`config.mk`:
```
export PLATFORM = sky130hd
export DESIGN_NAME = nibble_serial_adder
export DESIGN_NICKNAME = d
export VERILOG_FILES = /design/src/rtl/nibble_serial_adder.sv
export SDC_FILE = /design/constraint.sdc
export NUM_CORES = 1
export LEC_CHECK = 0
export CORE_MARGIN = 2
export CORE_UTILIZATION = 49
export DETAILED_ROUTE_END_ITERATION = 10
export HOLD_SLACK_MARGIN = 0.15
export PLACE_DENSITY = 0.79
export REMOVE_ABC_BUFFERS = 1
export SLEW_MARGIN = 20
export SYNTH_ARGS = -nofsm -noshare
export SYNTH_HDL_FRONTEND = slang
export SYNTH_SLANG_ARGS = --single-unit
```
`constraint.sdc`:
```
create_clock -name clk -period 2.7 [get_ports clk]
set_clock_uncertainty 0.1 [all_clocks]
set_input_delay 0.54 -clock clk [delete_from_list [all_inputs] [get_ports clk]]
set_output_delay 0.54 -clock clk [all_outputs]
set_load 0.01 [all_outputs]
```
`src/rtl/nibble_serial_adder.sv`:
```
// Nibble-serial adder: one 4-bit carry-lookahead slice per cycle, WIDTH/4 cycles per sum.
// Optional signed-overflow output OVF is built when the NSA_OVF_EN macro is defined.
module nibble_serial_adder #(
    parameter int WIDTH = 16
) (
    input  logic             clk,
    input  logic             rst,
    input  logic             in_valid,
    output logic             in_ready,
    input  logic [WIDTH-1:0] A,
    input  logic [WIDTH-1:0] B,
    input  logic             Cin,
    output logic             out_valid,
    input  logic             out_ready,
    output logic [WIDTH-1:0] S,
    output logic [1:0]       state_dbg,
    output logic             Cout
`ifdef NSA_OVF_EN
    ,
    output logic             OVF
`endif
);

    localparam int NS = WIDTH / 4;
    localparam int KW = (NS > 1) ? $clog2(NS) : 1;
    localparam logic [KW-1:0] K_LAST = KW'(NS - 1);

    if ((WIDTH % 4) != 0 || WIDTH < 8) begin : g_width_check
        $error("nibble_serial_adder: WIDTH must be a multiple of 4 and >= 8");
    end

    typedef enum logic [1:0] {
        IDLE = 2'd0,
        BUSY = 2'd1,
        DONE = 2'd2
    } state_t;

    state_t          state;
    logic [WIDTH-1:0] a_reg;
    logic [WIDTH-1:0] b_reg;
    logic            carry;
    logic [KW-1:0]   k;

    logic [3:0] a_sl;
    logic [3:0] b_sl;
    logic [3:0] g;
    logic [3:0] p;
    logic [4:0] c;
    logic [3:0] sum_sl;

    // Handshake: a transfer happens on any rising edge where valid and ready
    // are both high; in_ready is high only in IDLE, out_valid only in DONE.
    assign in_ready  = (state == IDLE);
    assign state_dbg = state;

    always_comb begin
        a_sl = 4'(a_reg >> {k, 2'b00});
        b_sl = 4'(b_reg >> {k, 2'b00});
        g    = a_sl & b_sl;
        p    = a_sl ^ b_sl;
        c[0] = carry;
        c[1] = g[0] | (p[0] & c[0]);
        c[2] = g[1] | (p[1] & g[0]) | (p[1] & p[0] & c[0]);
        c[3] = g[2] | (p[2] & g[1]) | (p[2] & p[1] & g[0]) | (p[2] & p[1] & p[0] & c[0]);
        c[4] = g[3] | (p[3] & g[2]) | (p[3] & p[2] & g[1]) | (p[3] & p[2] & p[1] & g[0])
             | (p[3] & p[2] & p[1] & p[0] & c[0]);
        sum_sl = p ^ c[3:0];
    end

    always_ff @(posedge clk or posedge rst) begin
        if (rst) begin
            state     <= IDLE;
            a_reg     <= '0;
            b_reg     <= '0;
            carry     <= 1'b0;
            k         <= '0;
            S         <= '0;
            Cout      <= 1'b0;
            out_valid <= 1'b0;
`ifdef NSA_OVF_EN
            OVF       <= 1'b0;
`endif
        end else begin
            case (state)
                IDLE: begin
                    if (in_valid) begin
                        a_reg <= A;
                        b_reg <= B;
                        carry <= Cin;
                        k     <= '0;
                        S     <= '0;
                        Cout  <= 1'b0;
`ifdef NSA_OVF_EN
                        OVF   <= 1'b0;
`endif
                        state <= BUSY;
                    end
                end
                BUSY: begin
                    // S was cleared at capture, so OR-ing each slice into place is enough.
                    S     <= S | (WIDTH'(sum_sl) << {k, 2'b00});
                    carry <= c[4];
                    k     <= k + 1'b1;
                    if (k == K_LAST) begin
                        Cout      <= c[4];
`ifdef NSA_OVF_EN
                        OVF       <= c[3] ^ c[4];
`endif
                        out_valid <= 1'b1;
                        state     <= DONE;
                    end
                end
                DONE: begin
                    if (out_ready) begin
                        out_valid <= 1'b0;
                        state     <= IDLE;
                    end
                end
                default: begin
                    out_valid <= 1'b0;
                    state     <= IDLE;
                end
            endcase
        end
    end

endmodule

```
==> impl_metrics.py, run 1 <==
metrics = {
    "die": {
        "height_of_the_chip_um": 75.1,
        "boundaryPins": 58,
        "die-area_um2": 5640,
        "die_x_um": 75.1,
        "num_rows": 25,
        "initial_core_util_pct": 51.7,
        "fp.coreArea_um2": 4790,
    },
    "yosys": {
        "synth-seq-area-share_pct": 55.6,
        "yosys-top-cells-area": "sky130_fd_sc_hd__dfrtp_1 (56%), sky130_fd_sc_hd__nand2_1 (15%), sky130_fd_sc_hd__mux4_2 (7.3%), sky130_fd_sc_hd__a22o_1 (4.2%), sky130_fd_sc_hd__ha_1 (3.0%)",
        "synth_top_area_share_pct": 55.6,
        "xor_xnor_fraction_of_synth_area_pct": 1.06,
        "muxShareOfSynthArea_pct": 7.28,
        "yosys.area_share.adder_pct": 3.84,
        "synth_register_bits": 55,
        "synth_compound_gate_area_share_pct": 7.93,
        "netlist_area_um2": 2480,
        "syn_area_per_cell_um2": 10.4,
        "synth_top_area_cell": "sky130_fd_sc_hd__dfrtp_1",
        "synthDistinctLibCells": 25,
        "synthesis.instances": 238,
        "fraction_of_the_mapped_netlist_area_in_simple_logic_gates_pct": 20.1,
        "synth_top_family_by_area": "simple AND/OR/NAND/NOR gates",
        "synth-warning-count": 0,
    },
    "critical_path": {
        "worst-r2r-setup-slack_ps": 200,
        "path_class": "reg -> reg",
        "setup.worst_path.start_class": "flop",
        "cp_capture_type": "flop",
        "crit_path_required_time_ps": 2850,
        "cp_max_fo": 9,
        "cp.arrival_ps": 2650,
    },
    "cells_and_area": {
        "final_core_util_pct": 66.5,
        "synthToLayoutAreaGrowth_pct": 28.6,
        "insertedDiodeCount": 0,
        "final_cell_mix": "sky130_fd_sc_hd__nand2_1 (102), sky130_fd_sc_hd__clkdlybuf4s50_1 (57), sky130_fd_sc_hd__dfrtp_1 (54)",
        "nets": 339,
        "drive_above_1_share_pct": 9.12,
        "final_common_cell": "sky130_fd_sc_hd__nand2_1",
    },
    "clock_network": {
        "cts_setup_buffers": 0,
        "cts-htree-levels": 2,
        "clock_sinks": 55,
        "number_of_buffers_added_by_the_clock_tree_synthesis_step": 5,
        "path_clk_slew_ps": 90,
        "cts_max_path_buffers": 2,
        "clock_tree_from_tritoncts": "yes",
        "cts-root-buf": "sky130_fd_sc_hd__clkbuf_8",
        "worst_skew_pair.late_latency_ps": 310,
    },
    "timing": {
        "timing.setup.tns_ps": 0,
        "maxSlewViolCount": 0,
        "finalHoldWorstSlack_ps": 382,
        "hold_violation_total_from_the_final_report": 0,
        "post-route-min-period_ps": 2500,
        "min_period_over_period_pct": 92.5,
        "slew-limit-headroom_pct": 69.8,
        "grt_setup_unrepaired": "no",
        "finalWorstSetupSlack_ps": 203,
        "worst-slew-pin-transition_ps": 452,
        "final_setup_violating_endpoints": 0,
        "fmaxAchievable_mhz": 400,
    },
    "grt": {
        "antenna_found_initial": 0,
        "grt_remaining_overflow": 0,
        "grt_usage_pct": 19.1,
        "wire_length_of_the_first_global_routing_pass_um": 8150,
        "grt_max_degree": 36,
        "grt_pass1_vias": 1790,
    },
    "power_and_ir_drop": {
        "total_power_uw": 3860,
        "cellLeakagePower_uw": 0.00153,
        "maximum_resistive_drop_on_vdd_v": 0.000529,
        "power.density_cell_area_nw_per_um2": 1210,
    },
    "drt": {
        "met3WireLength_um": 199,
        "met2RoutedLength_um": 2320,
        "m1WireLength_um": 2260,
        "route.detailed.wl_per_inst_um": 13.3,
        "detail-route-antenna-nets": 0,
        "dr.first_iter.drc_count": 100,
        "detail_route.wirelength_um": 4810,
        "drt_pre_antenna_iters": 4,
        "avgViaCountPerCell": 4.87,
        "post-route-drc-count": 0,
        "dr.max_layer_used": "met4",
        "routed-via-count": 1769,
    },
    "placed_design": {
        "hpwl_um": 3650,
        "pre_cts_ws_ps": 75.5,
        "place.port_buffers": 57,
        "place.gp.congestion": 0.761,
    },
    "run_status": {
        "outcome": "complete, no violations",
    },
    "job": {
        "drv.max_cap_violation_count": 0,
    },
    "worst_hold_path": {
        "min-delay-path-class": "reg -> reg",
    },
}
## synth_stat cells (all sizes together)
master,n
nand2,102
dfrtp,55
buf,14
a22o,12
a21oi,9
mux4,8
ha,6
nor2,6
o21ai,6
nand3,3
and3,2
inv,2
nor3b,2
xor2,2
a21o,1
a41oi,1
and2,1
and2b,1
fa,1
nand2b,1
nor3,1
or3b,1
xnor2,1
## power breakdown
group | total (uW) | switching (uW) | internal (uW)
combinational | 1970 | 1000 | 962
clock | 441 | 259 | 182
sequential | 1450 | 258 | 1190
## routing by layer
metal  vias up  global-route usage (%)
met2        42                    31.8
met4         0                    3.57
met5         -                       0
li1        903                       -
met3         6                    4.42
met1       818                    26.1
## cell families (layout without fill, tap and decap cells)
logic type	count (synthesis)	after routing
multiplexers	8	8
AO/OA/AOI/OAI	29	29
adder cells (fa/ha/maj)	7	7
XOR/XNOR	3	3
AND/OR/NAND/NOR	120	120
flip-flops	55	55
buffers and inverters	16	74
## per-stage QoR
step                      cell area, um^2  std cells
after floorplan                      2380        224
after global placement               3100        355
after detailed placement             3100        355
after CTS                            3180        363
after global routing                 3180        363
final                                3180        363
## critical path, cell delays in order, from the launching register on
cell                      delay, ps
sky130_fd_sc_hd__dfrtp_2        520
sky130_fd_sc_hd__mux4_2         600
sky130_fd_sc_hd__ha_1           330
sky130_fd_sc_hd__a41oi_1        210
sky130_fd_sc_hd__o21ai_0        160
sky130_fd_sc_hd__xor2_1         330
sky130_fd_sc_hd__a22o_1         190
## area by class of cell
type | count | area, um^2
clock buffers | 6 | 72.6
clock inverters | 2 | 12.5
fillers | 400 | 1600
inverters | 2 | 7.51
multi-input cells | 167 | 995
flip-flops and latches | 55 | 1380
well taps | 67 | 83.8
repair buffers | 64 | 636
## repair_timing
action	in CTS	in global routing
gates resized for setup	0	1
hold buffers	0	0
setup endpoints to repair	0	4
## final timing paths
path | start | to | cells past startpoint
min | b_reg[11] | b_reg[11] | 2
min in group asynchronous | rst | carry | 2
max in group asynchronous | rst | S[4] | 3
max reg2reg | k[0] | S[15] | 6
min reg2reg | b_reg[11] | b_reg[11] | 2
max | k[0] | S[15] | 6
(Power assumes the default switching activity.)
==> inputs of run 2 (changes only) <==
--- a/config.mk
+++ b/config.mk
@@ -11,7 +11,7 @@
 export HOLD_SLACK_MARGIN = 0.15
 export PLACE_DENSITY = 0.79
 export REMOVE_ABC_BUFFERS = 1
-export SLEW_MARGIN = 20
+export SLEW_MARGIN = 30
 export SYNTH_ARGS = -nofsm -noshare
 export SYNTH_HDL_FRONTEND = slang
 export SYNTH_SLANG_ARGS = --single-unit
==> results of run 2 <==
No change in the layout: final DEF, timing and power equal those of run 1.
